### config.mk
export PLATFORM = sky130hd
export DESIGN_NAME = uart_tx_fifo
export DESIGN_NICKNAME = d
export VERILOG_FILES = /design/src/rtl/uart_tx_fifo.sv
export SDC_FILE = /design/constraint.sdc
export NUM_CORES = 1
export LEC_CHECK = 0
export CAP_MARGIN = 20
export CORE_MARGIN = 2
export CORE_UTILIZATION = 60
export DETAILED_ROUTE_END_ITERATION = 6
export GPL_ROUTABILITY_DRIVEN = 0
export GPL_TIMING_DRIVEN = 0
export PLACE_DENSITY = 0.87
export SLEW_MARGIN = 25
export SYNTH_ARGS = -nofsm -noshare
export SYNTH_HDL_FRONTEND = slang
export SYNTH_SLANG_ARGS = --single-unit
### constraint.sdc
create_clock -name clk -period 4.55 [get_ports clk]
set_input_delay 1.365 -clock clk [delete_from_list [all_inputs] [get_ports clk]]
set_output_delay 1.365 -clock clk [all_outputs]
set_load 0.1 [all_outputs]
### src/rtl/uart_tx_fifo.sv
// UART transmitter with a TX FIFO front end. Frame format, parity and baud divisor
// are sampled when a frame launches and held for the whole frame.
module uart_tx_fifo #(
    parameter int MAX_DATA_BITS = 9,
    parameter int FIFO_DEPTH    = 16,
    parameter int DIV_W         = 16
) (
    input  logic                            clk,
    input  logic                            rst,
    input  logic [DIV_W-1:0]                baud_div,
    input  logic [3:0]                      data_bits,
    input  logic [1:0]                      parity_mode,
    input  logic                            two_stop,
    input  logic                            tx_en,
    input  logic [MAX_DATA_BITS-1:0]        wr_data,
    input  logic                            wr_valid,
    output logic                            wr_ready,
    output logic [$clog2(FIFO_DEPTH):0]     fifo_count,
    output logic                            busy,
    output logic                            TX
);

    localparam int PTR_W = $clog2(FIFO_DEPTH);
    localparam int CNT_W = PTR_W + 1;

    typedef enum logic [2:0] {
        S_IDLE,
        S_START,
        S_DATA,
        S_PARITY,
        S_STOP
    } state_t;

    // FIFO storage and pointers
    logic [MAX_DATA_BITS-1:0] mem_q [FIFO_DEPTH];
    logic [PTR_W-1:0]         wr_ptr_q, rd_ptr_q;
    logic [CNT_W-1:0]         count_q;

    // frame engine state
    state_t                   state_q;
    logic                     tx_q, busy_q;
    logic [MAX_DATA_BITS-1:0] sh_q;
    logic [3:0]               nbits_q, bidx_q;
    logic                     par_en_q, par_bit_q, two_q, stop2_q;
    logic [DIV_W-1:0]         div_q, cnt_q;

    // combinational helpers
    logic                     push_d, launch_d, frame_end_d, par_bit_d;
    logic [3:0]               nbits_d;
    logic [DIV_W-1:0]         div_d;
    logic [MAX_DATA_BITS-1:0] mask_d, head_d;

    assign wr_ready   = (count_q != CNT_W'(FIFO_DEPTH));
    assign fifo_count = count_q;
    assign busy       = busy_q;
    assign TX         = tx_q;

    always_comb begin
        push_d  = wr_valid && wr_ready;
        nbits_d = data_bits;
        if (data_bits < 4'd5)
            nbits_d = 4'd5;
        else if (data_bits > 4'(MAX_DATA_BITS))
            nbits_d = 4'(MAX_DATA_BITS);
        div_d = (baud_div < DIV_W'(2)) ? DIV_W'(2) : baud_div;
        mask_d = '0;
        for (int i = 0; i < MAX_DATA_BITS; i++)
            mask_d[i] = (i < int'(nbits_d));
        // unsent high bits are dropped here so they never leak into parity
        head_d      = mem_q[rd_ptr_q] & mask_d;
        par_bit_d   = (^head_d) ^ (parity_mode == 2'b10);
        frame_end_d = (state_q == S_STOP) && (cnt_q == '0) && (!two_q || stop2_q);
        launch_d    = tx_en && (count_q != '0) && ((state_q == S_IDLE) || frame_end_d);
    end

    always_ff @(posedge clk) begin
        if (push_d)
            mem_q[wr_ptr_q] <= wr_data;
    end

    always_ff @(posedge clk) begin
        if (rst) begin
            wr_ptr_q <= '0;
            rd_ptr_q <= '0;
            count_q  <= '0;
        end else begin
            if (push_d)
                wr_ptr_q <= wr_ptr_q + PTR_W'(1);
            if (launch_d)
                rd_ptr_q <= rd_ptr_q + PTR_W'(1);
            case ({push_d, launch_d})
                2'b10:   count_q <= count_q + CNT_W'(1);
                2'b01:   count_q <= count_q - CNT_W'(1);
                default: count_q <= count_q;
            endcase
        end
    end

    always_ff @(posedge clk) begin
        if (rst) begin
            state_q   <= S_IDLE;
            tx_q      <= 1'b1;
            busy_q    <= 1'b0;
            sh_q      <= '0;
            nbits_q   <= 4'd5;
            bidx_q    <= '0;
            par_en_q  <= 1'b0;
            par_bit_q <= 1'b0;
            two_q     <= 1'b0;
            stop2_q   <= 1'b0;
            div_q     <= DIV_W'(2);
            cnt_q     <= '0;
        end else if (launch_d) begin
            // covers both a launch from idle and a back-to-back launch off the last stop clock
            state_q   <= S_START;
            tx_q      <= 1'b0;
            busy_q    <= 1'b1;
            sh_q      <= head_d;
            nbits_q   <= nbits_d;
            bidx_q    <= '0;
            par_en_q  <= (parity_mode == 2'b01) || (parity_mode == 2'b10);
            par_bit_q <= par_bit_d;
            two_q     <= two_stop;
            stop2_q   <= 1'b0;
            div_q     <= div_d;
            cnt_q     <= div_d - DIV_W'(1);
        end else if (state_q != S_IDLE && cnt_q != '0) begin
            cnt_q <= cnt_q - DIV_W'(1);
        end else begin
            case (state_q)
                S_IDLE: begin
                    tx_q   <= 1'b1;
                    busy_q <= 1'b0;
                end
                S_START: begin
                    state_q <= S_DATA;
                    tx_q    <= sh_q[0];
                    sh_q    <= sh_q >> 1;
                    bidx_q  <= '0;
                    cnt_q   <= div_q - DIV_W'(1);
                end
                S_DATA: begin
                    cnt_q <= div_q - DIV_W'(1);
                    if (bidx_q == nbits_q - 4'd1) begin
                        stop2_q <= 1'b0;
                        if (par_en_q) begin
                            state_q <= S_PARITY;
                            tx_q    <= par_bit_q;
                        end else begin
                            state_q <= S_STOP;
                            tx_q    <= 1'b1;
                        end
                    end else begin
                        tx_q   <= sh_q[0];
                        sh_q   <= sh_q >> 1;
                        bidx_q <= bidx_q + 4'd1;
                    end
                end
                S_PARITY: begin
                    state_q <= S_STOP;
                    tx_q    <= 1'b1;
                    stop2_q <= 1'b0;
                    cnt_q   <= div_q - DIV_W'(1);
                end
                S_STOP: begin
                    tx_q <= 1'b1;
                    if (two_q && !stop2_q) begin
                        stop2_q <= 1'b1;
                        cnt_q   <= div_q - DIV_W'(1);
                    end else begin
                        state_q <= S_IDLE;
                        busy_q  <= 1'b0;
                    end
                end
                default: begin
                    state_q <= S_IDLE;
                    tx_q    <= 1'b1;
                    busy_q  <= 1'b0;
                end
            endcase
        end
    end

endmodule
==> flow_summary_export.csv, run 1 <==
group,metric,value,unit
min_path,holdCritPathClass,"flip-flop to flip-flop",
routing,totalWireLength,24300,um
power_and_ir_drop,netSwitchingPower,2.86,mW
yosys,async_flop_share,0,%
place,placed_cells_incl_taps,1012,
sta,max_slew_margin,27.8,%
routing,post-route-drc-count,0,
critical_path,rr_worst_depth,16,
sta,hold_violations,0,
power_and_ir_drop,internal_power,4.80,mW
yosys,post_synth_top_area_cell,"edfxtp_1",
yosys,synthMostInstantiatedCell,"edfxtp_1",
clock_network,cts_repair_resize_count,0,
clock_network,h-tree-depth,1,
yosys,synth.ff_latch_count,219,
floorplanning,number_of_placement_rows,46,
routing,average_wire_per_standard_cell,23.1,um
routing,detailroute.via_count,6690,
floorplanning,design.core.area,0.0159,mm^2
power_and_ir_drop,p_clk_share,26.8,%
clock_network,cts_root_buf,"clkbuf_16",
power_and_ir_drop,netSwitchingFraction,37.4,%
routing,route.antenna.remaining_nets,0,
power_and_ir_drop,share_comb_of_total_power,40.9,%
clock_network,insertion_delay,0.51,ns
power_and_ir_drop,total_power_density_per_cell_area,675,mW/mm^2
final_layout,n_fill_cell,1016,
place,io_buffer_count,42,
yosys,synth_enable_flop_cells,144,
floorplanning,area_of_the_die,0.0173,mm^2
critical_path,worstSetupPathType,"primary input to flip-flop",
run_status,status,"finished clean",
critical_path,path_max_fanout,19,
critical_path,crit_top_cell,"inv_1",
power_and_ir_drop,power.static_leakage,3.82,nW
final_layout,final_cell_count_without_fillers,1052,
critical_path,cp_slowest_stage_delay,0.50,ns
yosys,synth_area_leaders,"edfxtp_1, dfxtp_1, mux4_2",
yosys,ys_types,72,
clock_network,numCtsBuffers,23,
final_layout,areaGrowthSynthToFinish,16.3,%
yosys,synth_flop_cell,"edfxtp_1",
clock_network,numClockSinks,219,
critical_path,cp_slowest_cell,"clkdlybuf4s50_1",
floorplanning,dieWidth,131,um
flow_run,drv_cap,0,
global_route,antenna_violations_before_repair,0,
critical_path,critPathCaptureType,"flip-flop",
yosys,yosys_warnings,0,
global_route,globalRouteOverflowTotal,0,
critical_path,critical_path.n_buffers_inverters,6,
final_layout,antenna_cells_inserted,0,
global_route,grt_start_max_net_pins,20,
sta,timing_worst_slew_pin_value,1.08,ns
yosys,syn-instance-count,750,
floorplanning,floorplan.io_pins,44,
clock_network,cts_buffer_depth,3,
power_and_ir_drop,seq_power_share,32.4,%
critical_path,worstPathRequired,4.98,ns
sta,grt_setup_unrepaired,"no",
sta,finalSetupViolations,0,
sta,min_period_over_period,92.3,%
sta,fin_worst_skew,0.00924,ns
floorplanning,initial_core_util,61.4,%
critical_path,path_delay_family,"buffers and inverters",
yosys,yosys-top-cells-count,"edfxtp_1, nor2_1, dfxtp_1",
global_route,first_global_vias,6658,
sta,fin_crit,4.20,ns
sta,report.final.slew_viol_count,0,
critical_path,path_cells,"clkdlybuf4s50_1, o2111a_1, buf_6, nand2_1, inv_1, buf_2, ha_1, inv_1, fa_1, inv_1, a21o_1, a21oi_1, xnor2_1, or3_1, a21oi_1",
clock_network,clkSlewWorstSetupHoldPaths,0.06,ns
power_and_ir_drop,pnr_total_power,7.66,mW
yosys,yosysSeqAreaShare,59.8,%
sta,final.setup.tns,0,ns
global_route,tot_gr_track_use,28.2,%
clock_network,cts_tree,"done",
place,dp_hpwl,15700,um
power_and_ir_drop,peakVddDrop,0.000554,V
min_path,min_delay_path_depth,2,
critical_path,instance_count_on_the_critical_path,15,
yosys,syn_area_per_cell,13.0,um^2
routing,first_pass_iters,5,
final_layout,layout_cells_sized_above_1,16.5,%
critical_path,type_of_origin_of_the_critical_path,"primary input",
yosys,synth_area,0.00975,mm^2
routing,drt_iter0_markers,838,
sta,timing.fmax,238,MHz
global_route,first_pass_grt_wire_length,37400,um
yosys,mappedNetlistNets,800,
yosys,synth_top_cell_area_share,44.4,%
critical_path,cp_data_arrival_time,4.63,ns
clock_network,postCtsHoldBufs,0,
clock_network,cts.repair_timing.setup_buffer_count,0,
routing,detail_route.vias_per_cell,6.36,
floorplanning,die_h,131,um
final_layout,num-nets-final,869,
-- cell type report --
cell class	instances	area [um^2]	area share [%]
sequential	219	5830	51.4
tap	216	270	2.38
clock inverter	15	228	2.01
buffer	42	191	1.69
clock buffer	27	601	5.30
inverter	15	56.3	0.497
timing repair buffer	46	450	3.97
multi-input combinational	472	3720	32.8
-- power by group through the flow --
stage / clock network, mW / logic (mW) / registers [mW]
final: 2.05 / 3.13 / 2.48
after global routing: 2.14 / 3.36 / 2.50
after CTS: 2.07 / 3.09 / 2.47
after detailed placement: 0 / 3.07 / 2.51
after global placement: 0 / 2.99 / 2.50
after floorplan: 0 / 2.22 / 2.62
-- worst reg2reg max path: cells and delay by family, from the launching register on --
kind                       cells  cell delay (ns)
AOI/OAI and AO/OA              4             0.75
DFF                            1             0.33
xor gates and xnor gates       1             0.14
and+or+nand+nor                4             1.07
adders and majority gates      2             0.73
buffers and inverters          5             1.01
-- metal layers --
layer	GRT usage, %	vias to the layer above	share of wire, %
li1	-	2966	-
met5	0	-	0
met1	36.2	3267	38
met3	4.17	81	7.7
met4	12.7	0	4.4
met2	47.8	376	50
-- cell families after synthesis --
family | after synthesis | share of synthesized area (%)
AOI/OAI and AO/OA | 131 | 9.82
xor gates and xnor gates | 34 | 3.05
adders and majority gates | 14 | 1.87
buffers and inverters | 59 | 2.62
DFF | 219 | 59.8
muxes | 61 | 11.8
and+or+nand+nor | 232 | 11.0
-- registers in the layout (all words and copies together) (netlist names), named ones only --
| name | flops |
|---|---|
| mem_q | 144 |
| cnt_q | 16 |
| div_q | 16 |
| sh_q | 9 |
| fifo_count | 5 |
| bidx_q | 4 |
| nbits_q | 4 |
| rd_ptr_q | 4 |
| wr_ptr_q | 4 |
| state_q | 3 |
| TX | 1 |
| busy | 1 |
| par_bit_q | 1 |
| par_en_q | 1 |
| stop2_q | 1 |
| two_q | 1 |
-- cell usage in the layout (no fill, tap or decap), types with 6 or more instances in the layout --
cell / count
o21ai_0: 15
mux2i_1: 11
buf_1: 6
nand2b_1: 8
nand2_1: 74
buf_2: 6
xnor2_1: 23
or3_1: 6
xor2_1: 11
nor3_1: 16
clkbuf_1: 29
nor2_1: 71
nand3_1: 10
nor2_2: 11
bufinv_16: 6
dfxtp_1: 75
a211oi_1: 12
mux4_2: 41
clkbuf_16: 23
inv_1: 15
clkdlybuf4s50_1: 42
a21oi_1: 46
edfxtp_1: 144
ha_1: 13
a31oi_1: 10
-- through the flow --
step                      setup slack [ns]  util [%]  cell area (um^2)  hold slack [ns]
final                                0.351      71.4             11300            0.458
after global routing                 0.113      71.4             11300            0.480
after CTS                            0.424      71.2             11300            0.454
after detailed placement             -1.05      66.1             10500            0.446
after global placement              -0.996      65.7             10400            0.437
after floorplan                      0.237         -              9750            0.426
-- path summary, 6_finish.rpt --
check	slack, ns	startpoint	to
worst max-delay path	0.35	tx_en	fifo_count[4]$_SDFFE_PP0P_
worst min-delay path	0.46	div_q[12]$_SDFFE_PP0N_	div_q[12]$_SDFFE_PP0N_
worst max register to register	0.42	cnt_q[6]$_SDFFE_PP0P_	fifo_count[4]$_SDFFE_PP0P_
worst min register to register	0.46	div_q[12]$_SDFFE_PP0N_	div_q[12]$_SDFFE_PP0N_
(Power assumes the default switching activity.)
==> run 2, diff against run 1 <==
--- a/config.mk
+++ b/config.mk
@@ -8,6 +8,7 @@
 export CAP_MARGIN = 20
 export CORE_MARGIN = 2
 export CORE_UTILIZATION = 60
+export CTS_CLUSTER_DIAMETER = 40
 export DETAILED_ROUTE_END_ITERATION = 6
 export GPL_ROUTABILITY_DRIVEN = 0
 export GPL_TIMING_DRIVEN = 0
==> run 2 against run 1 <==
Critical path depth shrank 4. Sequential share of layout area is 0.33 points lower. Cell area is 0.64% higher. Worst hold slack hardly changed. Register-to-register slack worse by 0.07 ns. First-iteration DRC count rose by 0.24%. Wire length shrank 0.65%. Total power grew 1.6%. Global-route usage decreased by 0.17 points. Clock power up 4%. Largest cell class unchanged. Largest power group unchanged.
==> flow_summary_export.csv, run 2 (synthesized netlist as in run 1, its figures left out) <==
group,metric,value,unit
run_status,status,"finished clean",
global_route,grt_start_max_net_pins,20,
routing,post-route-drc-count,0,
clock_network,cts_tree,"done",
place,dp_hpwl,15700,um
final_layout,regMostFlops,"mem_q",
floorplanning,number_of_placement_rows,46,
sta,finalSetupViolations,0,
final_layout,mostFrequentLayoutCells,"edfxtp_1, dfxtp_1, nor2_1, nand2_1, a21oi_1",
routing,average_wire_per_standard_cell,22.8,um
min_path,min_delay_path_depth,2,
global_route,first_global_vias,6778,
sta,report.final.slew_viol_count,0,
routing,detail_route.vias_per_cell,6.43,
final_layout,largest_register_ff_count,144,
critical_path,type_of_origin_of_the_critical_path,"primary input",
sta,min_period_over_period,93.6,%
place,io_buffer_count,42,
min_path,holdCritPathClass,"flip-flop to flip-flop",
routing,detailroute.via_count,6807,
clock_network,cts_buffer_depth,3,
final_layout,num-nets-final,873,
critical_path,path_cells,"clkdlybuf4s50_1, nor4_1, a311oi_1, o31ai_4, ha_1, inv_1, a211oi_2, nand4_1, a311oi_1, xor2_1, a211oi_1",
global_route,first_pass_grt_wire_length,37500,um
global_route,use_met2,47.9,%
place,post_place_cell_area,0.0105,mm^2
final_layout,n_fill_cell,998,
power_and_ir_drop,pnr_total_power,7.78,mW
critical_path,rr_worst_depth,16,
floorplanning,dieWidth,131,um
power_and_ir_drop,peakVddDrop,0.000381,V
global_route,grt_most_used_layer,"met2",
clock_network,postCtsHoldBufs,0,
floorplanning,initial_core_util,61.4,%
critical_path,cp_data_arrival_time,4.69,ns
final_layout,antenna_cells_inserted,0,
place,detailedPlace.worstSlack,-1.05,ns
sta,timing.fmax,235,MHz
global_route,antenna_violations_before_repair,0,
final_layout,final_cell_count_without_fillers,1059,
power_and_ir_drop,total_power_density_per_cell_area,682,mW/mm^2
critical_path,critical_path.n_buffers_inverters,2,
critical_path,cp_slowest_cell,"nor4_1",
global_route,gr-usage-met3,4.40,%
final_layout,final_common_cell,"edfxtp_1",
critical_path,crit_top_cell,"a311oi_1",
critical_path,path_max_fanout,5,
clock_network,insertion_delay,0.53,ns
global_route,tot_gr_track_use,28.0,%
floorplanning,floorplan.io_pins,44,
routing,route.antenna.remaining_nets,0,
sta,fin_crit,4.26,ns
sta,grt_setup_unrepaired,"no",
critical_path,cp_slowest_stage_delay,0.53,ns
sta,final.setup.tns,0,ns
critical_path,critPathCaptureType,"flip-flop",
global_route,globalRouteMet1Util,35.9,%
sta,final.setup.worst_slack,0.289,ns
place,placed_cells_incl_taps,1012,
critical_path,instance_count_on_the_critical_path,11,
clock_network,clkSlewWorstSetupHoldPaths,0.05,ns
routing,drt_iter0_markers,840,
critical_path,worstSetupPathType,"primary input to flip-flop",
clock_network,numClockSinks,219,
clock_network,cts_repair_resize_count,0,
floorplanning,die_h,131,um
floorplanning,design.core.area,0.0159,mm^2
final_layout,largestRegisters,"mem_q (144), cnt_q (16), div_q (16)",
sta,timing_worst_slew_pin_value,1.13,ns
clock_network,numCtsBuffers,27,
final_layout,layout_cells_sized_above_1,16.7,%
sta,max_slew_margin,24.2,%
power_and_ir_drop,power.static_leakage,3.86,nW
clock_network,cts_root_buf,"clkbuf_16",
global_route,globalRouteOverflowTotal,0,
critical_path,path_delay_family,"compound AO/OA/AOI/OAI gates",
clock_network,h-tree-depth,1,
routing,totalWireLength,24200,um
final_layout,design_area,0.0114,mm^2
flow_run,drv_cap,0,
final_layout,finish.utilization,71.8,%
final_layout,areaGrowthSynthToFinish,17.1,%
sta,fin_worst_skew,0.0138,ns
sta,hold-worst-slack,0.458,ns
clock_network,cts.repair_timing.setup_buffer_count,0,
routing,first_pass_iters,5,
sta,hold_violations,0,
critical_path,worstPathRequired,4.98,ns
floorplanning,area_of_the_die,0.0173,mm^2
[run 2: cell types whose count changed in the layout (fill, tap and decap cells not counted), sizes merged]
cell | previous run | this run
bufinv | 6 | 4
clkbuf | 53 | 59
clkinv | 7 | 10
clkinvlp | 1 | 0
inv | 16 | 17
[run 2: area by class of cell]
cell class	count	area, um^2	share of cell area, %
sequential	219	5830	51.0
multi-input combinational	472	3710	32.5
clock buffer	33	718	6.29
timing repair buffer	46	450	3.95
tap	216	270	2.37
buffer	42	191	1.68
clock inverter	16	186	1.63
inverter	15	56.3	0.493
[run 2: worst register-to-register path, cell delays in order (launching register included)]
cell and delay [ns]:
dfxtp_1 0.34, nor3_1 0.38, nand3_1 0.21, o21ai_2 0.43, buf_2 0.35, nand2_1 0.20
inv_1 0.10, buf_2 0.40, ha_1 0.34, inv_1 0.11, fa_1 0.41, inv_1 0.08
a21o_1 0.10, a21oi_1 0.08, xnor2_1 0.14, or3_1 0.30, a21oi_1 0.15
[run 2: power by group]
group | total [mW] | switching [mW] | leakage, nW | internal, mW
clock network | 2.14 | 0.798 | 0.447 | 1.34
logic | 3.16 | 1.98 | 1.50 | 1.18
registers | 2.48 | 0.148 | 1.91 | 2.33
[run 2: layer usage]
layer,part of all wire (%),up-vias
li1,-,2987
met1,38,3326
met2,50,412
met3,8.3,82
met4,3.7,0
met5,0,-
[run 2: worst paths after layout]
path	startpoint	to	slack, ns
max	baud_div[12]	cnt_q[12]$_SDFFE_PP0P_	0.29
min	div_q[5]$_SDFFE_PP0N_	div_q[5]$_SDFFE_PP0N_	0.46
max reg2reg	cnt_q[3]$_SDFFE_PP0P_	fifo_count[4]$_SDFFE_PP0P_	0.35
min reg2reg	div_q[5]$_SDFFE_PP0N_	div_q[5]$_SDFFE_PP0N_	0.46
==> run 3, diff against run 2 <==
--- a/config.mk
+++ b/config.mk
@@ -13,6 +13,7 @@
 export GPL_ROUTABILITY_DRIVEN = 0
 export GPL_TIMING_DRIVEN = 0
 export PLACE_DENSITY = 0.87
+export RECOVER_POWER = 25
 export SLEW_MARGIN = 25
 export SYNTH_ARGS = -nofsm -noshare
 export SYNTH_HDL_FRONTEND = slang
==> run 3 against run 2 <==
The flow now finishes with violations (DRC). Flip-flop and latch count stayed put. Clock power hardly changed. Sequential share of layout area stayed put. Worst setup slack better by 0.0032 ns. Cell area stayed put. Wire length hardly changed. First-iteration DRC count stayed put. Critical path type unchanged.
==> flow_summary_export.csv, run 3 (synthesized netlist as in run 1, its figures left out) <==
group,metric,value,unit
run_status,status,"finished with violations",
run_status,violations,"DRC",
place,placed_cells_incl_taps,1012,
global_route,tot_gr_track_use,28.0,%
final_layout,n_fill_cell,998,
floorplanning,dieWidth,131,um
routing,drt_iter0_markers,840,
clock_network,insertion_delay,0.53,ns
global_route,grt_most_used_layer,"met2",
final_layout,antenna_cells_inserted,0,
power_and_ir_drop,peakVddDrop,0.000381,V
critical_path,worstSetupPathType,"primary input to flip-flop",
clock_network,cts.repair_timing.setup_buffer_count,0,
global_route,globalRouteOverflowTotal,0,
sta,max_slew_margin,24.9,%
global_route,globalRouteMet1Util,35.9,%
routing,first_pass_iters,7,
routing,totalWireLength,24200,um
routing,route.antenna.remaining_nets,0,
floorplanning,number_of_placement_rows,46,
critical_path,path_cells,"clkdlybuf4s50_1, nor4_1, a311oi_1, o31ai_4, ha_1, inv_1, a211oi_2, nand4_1, a311oi_1, xor2_1, a211oi_1",
final_layout,areaGrowthSynthToFinish,17.1,%
clock_network,postCtsHoldBufs,0,
routing,detailroute.via_count,6820,
final_layout,layout_cells_sized_above_1,16.7,%
critical_path,path_max_fanout,5,
min_path,holdCritPathClass,"flip-flop to flip-flop",
global_route,first_pass_grt_wire_length,37500,um
critical_path,cp_slowest_cell,"nor4_1",
routing,post-route-drc-count,1,
global_route,antenna_violations_before_repair,0,
power_and_ir_drop,pnr_total_power,7.78,mW
clock_network,cts_tree,"done",
global_route,grt_start_max_net_pins,20,
critical_path,cp_slowest_stage_delay,0.53,ns
floorplanning,design.core.area,0.0159,mm^2
place,io_buffer_count,42,
clock_network,numCtsBuffers,27,
clock_network,clkSlewWorstSetupHoldPaths,0.05,ns
final_layout,regMostFlops,"mem_q",
final_layout,largestRegisters,"mem_q (144), cnt_q (16), div_q (16)",
critical_path,worstPathRequired,4.98,ns
sta,report.final.slew_viol_count,0,
clock_network,cts_root_buf,"clkbuf_16",
global_route,gr-usage-met3,4.40,%
power_and_ir_drop,power.static_leakage,3.86,nW
clock_network,h-tree-depth,1,
routing,average_wire_per_standard_cell,22.8,um
floorplanning,initial_core_util,61.4,%
final_layout,num-nets-final,873,
final_layout,mostFrequentLayoutCells,"edfxtp_1, dfxtp_1, nor2_1, nand2_1, a21oi_1",
floorplanning,area_of_the_die,0.0173,mm^2
sta,grt_setup_unrepaired,"no",
flow_run,drv_cap,0,
final_layout,largest_register_ff_count,144,
critical_path,type_of_origin_of_the_critical_path,"primary input",
final_layout,final_cell_count_without_fillers,1059,
sta,fin_crit,4.26,ns
final_layout,area.sequential,0.00583,mm^2
place,dp_hpwl,15700,um
final_layout,total_area_of_multi_input_combinational_cells,0.00371,mm^2
critical_path,cp_data_arrival_time,4.69,ns
sta,timing_worst_slew_pin_value,1.12,ns
global_route,use_met2,47.9,%
global_route,first_global_vias,6778,
sta,min_period_over_period,93.6,%
sta,hold_violations,0,
clock_network,cts_buffer_depth,3,
sta,timing.fmax,235,MHz
routing,detail_route.vias_per_cell,6.44,
clock_network,numClockSinks,219,
power_and_ir_drop,total_power_density_per_cell_area,682,mW/mm^2
floorplanning,die_h,131,um
sta,fin_worst_skew,0.0144,ns
critical_path,critPathCaptureType,"flip-flop",
final_layout,final_common_cell,"edfxtp_1",
sta,finalSetupViolations,0,
floorplanning,floorplan.io_pins,44,
clock_network,cts_repair_resize_count,0,
critical_path,crit_top_cell,"a311oi_1",
==> run 3: worst paths after layout <==
kind / slack, ns / endpoint / start / cells past startpoint
setup reg to reg: 0.35 / fifo_count[4]$_SDFFE_PP0P_ / cnt_q[3]$_SDFFE_PP0P_ / 16
setup / recovery: 0.29 / cnt_q[12]$_SDFFE_PP0P_ / baud_div[12] / 11
hold / removal: 0.46 / div_q[5]$_SDFFE_PP0N_ / div_q[5]$_SDFFE_PP0N_ / 2
hold reg to reg: 0.46 / div_q[5]$_SDFFE_PP0N_ / div_q[5]$_SDFFE_PP0N_ / 2
==> run 3: worst max-delay path: cells and delay by family <==
kind                     cells  cell delay [ns]
XOR/XNOR                     1             0.11
AND/OR/NAND/NOR              2             0.79
AO/OA/AOI/OAI                5             1.54
buffers and inverters        2             0.59
adder cells (fa/ha/maj)      1             0.29
==> run 3: layout make-up <==
type                            instances  share of cell area [%]
Sequential cell                       219                    51.0
Clock buffer                           33                    6.29
Inverter                               15                   0.493
Timing Repair Buffer                   46                    3.95
Tap cell                              216                    2.37
Buffer                                 42                    1.68
Clock inverter                         16                    1.63
Multi-Input combinational cell        472                    32.5
==> run 3: routing by layer <==
metal | up-vias | share of wire (%)
li1 | 2987 | -
met1 | 3329 | 38
met2 | 413 | 50
met3 | 91 | 8.4
met4 | 0 | 3.9
met5 | - | 0
==> run 3: where the power goes <==
part | internal, mW | total, mW | switching (mW)
clock | 1.34 | 2.14 | 0.799
combinational | 1.18 | 3.16 | 1.98
sequential | 2.33 | 2.48 | 0.148
==> run 3: stage by stage <==
stage	TNS, ns	hold WS, ns	instance area, um^2	setup slack [ns]	util (%)
finish	0	0.458	11400	0.293	71.8
global route	0	0.478	11400	0.0140	71.8
CTS	0	0.455	11400	0.371	71.7
detailed placement	-3.38	0.446	10500	-1.05	66.1
global placement	-3.12	0.437	10400	-0.996	65.7
floorplan	0	0.426	9750	0.237	-
==> edit 1, RTL diff (config.mk and constraints of run 3) <==
`FIFO_DEPTH`: 16 -> 32.
--- a/src/rtl/uart_tx_fifo.sv
+++ b/src/rtl/uart_tx_fifo.sv
@@ -3,5 +3,5 @@
 module uart_tx_fifo #(
     parameter int MAX_DATA_BITS = 9,
-    parameter int FIFO_DEPTH    = 16,
+    parameter int FIFO_DEPTH    = 32,
     parameter int DIV_W         = 16
 ) (
Ports: changed (resized fifo_count); port bits go from 44 to 45. No check against the original RTL was run, so the function may have changed too.
==> edit 1 against run 3 <==
- the run ends with max-capacitance violations left
- routed wire length grew 67%
- highest routed layer unchanged
- cell area grew 58%
- power is 52% higher
- sequential cell count rose by 148
- utilization fell by 2.1 points
- combinational power grew 33%
- synthesized area up 61%
- final cell count rose by 43%
- synthesized cell count rose by 41%
- worst setup slack got worse by 68 ps
- via count increased by 48%
==> edit 1: results (changes against run 3) <==
Status = finished, violations left
Failing checks = max-capacitance violations
WL met2 = 20,300 um (+69%)
Vias in the first global route = 10,086 (+49%)
Pre-Repair DR Iteration Count = 5 (-2)
Layout clock buffers = 51 (+55%)
Slowest CP cell = clkdlybuf4s50_1
Slew headroom = 0.00256 (-0.246)
Synthesized Nets = 1,108 (+39%)
Post-synthesis xor/xnor area fraction = 0.0210 (-0.00959)
DPL Wire Length = 25,400 um (+62%)
M1 GR Usage = 0.364 (+0.00475)
Hold slack = 451 ps (-7.27 ps)
First DRT Iteration DRCs = 1,294 (+54%)
Multi-input gate area = 0.00514 mm2 (+39%)
Inverter count = 16 (+1)
Total routed wirelength = 40,400 um (+67%)
Clk_lat worst skew = 550 ps (+20 ps)
Largest regs = mem_q (288), cnt_q (16), div_q (16)
Layout Cells excl Fill = 1,519 (+43%)
Final core utilization = 0.697 (-0.0212)
Synth Area in Adders = 0.00956 (-0.00917)
Fin nets = 1,196 (+37%)
Setup WS pre-CTS = -1080 ps (-25.1 ps)
Synth Area in Compound Gates = 0.0681 (-0.0300)
Non-clock buffers = 101 (+15%)
Syn Area/Cell = 14.8 um2 (+14%)
Hold wc startpoint = div_q[13]
Slowest stage delay, CP = 470 ps (-60 ps)
Synth top area cells = edfxtp_1 55%, mux4_2 11%, dfxtp_1 10%, nor2_1 2.6%, mux2i_1 2.2%
Max cap viols = 1 (+1)
## edit 1: worst max path at each step
stage | from | to | slack, ps | depth (start not counted)
3_3_place_gp | tx_en | fifo_count[4] | -1010 | 18
4_1_cts | tx_en | fifo_count[4] | 40 | 17
2_1_floorplan | fifo_count[1] | fifo_count[4] | 60 | 15
5_1_grt | tx_en | fifo_count[4] | 20 | 17
6_report | tx_en | fifo_count[4] | 220 | 17
3_5_place_dp | tx_en | fifo_count[4] | -1080 | 18
## edit 1: worst max-delay path, delay by kind of cell
family	cells	cell delay (ps)
buffers and inverters	6	1290
adders and majority gates	2	420
AOI/OAI and AO/OA	4	630
xor gates and xnor gates	1	80
and+or+nand+nor	4	990
## edit 1: power groups by stage
stage,clock network [uW],logic (uW),registers (uW)
after floorplan,0,2850,4260
after global placement,0,3920,4100
after detailed placement,0,4040,4110
after CTS,3570,4110,4050
after global routing,3710,4500,4080
final,3550,4210,4050
==> edit 2, RTL diff (settings of run 3) <==
Made on the original files. Put one more register stage on the output `fifo_count`, without a reset. The value now appears one clock later. The other outputs are not delayed to match.
--- a/src/rtl/uart_tx_fifo.sv
+++ b/src/rtl/uart_tx_fifo.sv
@@ -52,5 +52,7 @@
 
     assign wr_ready   = (count_q != CNT_W'(FIFO_DEPTH));
-    assign fifo_count = count_q;
+    always_ff @(posedge clk) begin
+        fifo_count <= count_q;
+    end
     assign busy       = busy_q;
     assign TX         = tx_q;
Check against the original RTL: not equivalent (a bounded check fails within 4 cycles, from zero or initial values and one cycle with rst high).
==> edit 2 against run 3 <==
- first-iteration DRC count up 12%
- power rose by 6.0%
- largest power group unchanged
- worst setup slack better by 91 ps
- sequential cell count increased by 5
- final cell count grew 2.4%
- synthesized cell count is 2.4% higher
- synthesized area grew 2.7%
- cell area grew 2.9%
- routed wire length fell by 1.8%
==> edit 2: results (changes against run 3) <==
Syn Area/Cell = 13.0 um2 (+0.33%)
First-pass GRT wire length = 36,800 um (-2.1%)
Synth Area in Compound Gates = 0.103 (+0.00438)
Post-synth top cells = 144 x edfxtp_1, 80 x dfxtp_1, 76 x nor2_1, 71 x nand2_1, 51 x a21oi_1
Multi-input gate area = 0.00385 mm2 (+3.7%)
Buffering overhead = 0.0570 (+0.000744)
Layout clock buffers = 29 (-12%)
Flops & latches, synth = 224 (+2.3%)
Comb_multi_in = 484 (+2.5%)
Pleak = 0.00403 uW (+4.3%)
Clock root cell = clkbuf_16
Crit path max-delay family = buffers and inverters
Warnings, synthesis = 0 (unchanged)
Largest regs = mem_q (144), cnt_q (16), div_q (16)
DPL Wire Length = 15,200 um (-3.1%)
Status = finished, final reports clean
Setup WS pre-CTS = -627 ps (+427 ps)
Synth top area cells = edfxtp_1 43%, dfxtp_1 16%, mux4_2 9.2%, nor2_1 2.8%, nand2_1 2.7%
Slowest CP cell = clkdlybuf4s50_1
Peak VDD IR = 0.413 mV (+8.2%)
Sw Pwr = 3170 uW (+8.3%)
Clock-cell share = 0.0818 (+0.00254)
DR WL/cell = 21.9 um (-4.1%)
# fillers = 1,092 (+9.4%)
Finished Cell Area = 0.0117 mm2 (+2.9%)
Synth Area in Adders = 0.0182 (-0.000499)
Inserted Clock Buffers = 28 (+3.7%)
Total vias in the final route = 6,792 (-0.41%)
Cell Area, Placed = 0.0108 mm2 (+2.6%)
Vias in the first global route = 6,646 (-1.9%)
Fin nets = 893 (+2.3%)
Gr usage total = 0.273 (-0.00719)
First DRT Iteration DRCs = 937 (+12%)
Layout cell share with drive strength beyond 1 = 0.183 (+0.0156)
Post-synthesis mux area share = 0.128 (+0.00959)
Worst-Margin Slew = 1010 ps (-116 ps)
Area of the mapped netlist = 0.0100 mm2 (+2.7%)
Inverter count = 17 (+2)
Post-synthesis xor/xnor area fraction = 0.0281 (-0.00244)
Synthesized Nets = 818 (+2.3%)
Placed insts = 1,034 (+2.2%)
Drt via density = 6.27 (-2.7%)
Count of different cell masters after synthesis = 71 (-1.4%)
CP max FO = 17 (+12)
Setup Skew = 12.5 ps (-1.92 ps)
Fraction of area in registers = 0.504 (-0.00600)
Seq/Total Area, Yosys = 0.592 (-0.00591)
CTS resizes = 0 (unchanged)
Slowest stage delay, CP = 510 ps (-20 ps)
==> edit 2: final timing paths <==
kind         depth (start not counted)  slack, ps       endpoint        from
min                                  0        420  fifo_count[3]  count_q[3]
max reg2reg                         16        660     count_q[4]    cnt_q[6]
min reg2reg                          0        420  fifo_count[3]  count_q[3]
max                                 15        380     count_q[4]       tx_en
==> edit 2: power groups by stage <==
stage | combinational, uW | sequential [uW] | clock [uW]
after floorplan | 2440 | 2730 | 0
after global placement | 3280 | 2590 | 0
after detailed placement | 3350 | 2600 | 0
after CTS | 3380 | 2560 | 2280
after global routing | 3720 | 2590 | 2350
final | 3440 | 2570 | 2250
==> edit 2: per-layer routing <==
metal / GRT usage / vias up / routed length [um]
met3: 0.0498 / 70 / 1870
met5: 0 / - / 0
met2: 0.467 / 382 / 11800
li1: - / 3064 / -
met4: 0.0999 / 0 / 932
met1: 0.352 / 3276 / 9180
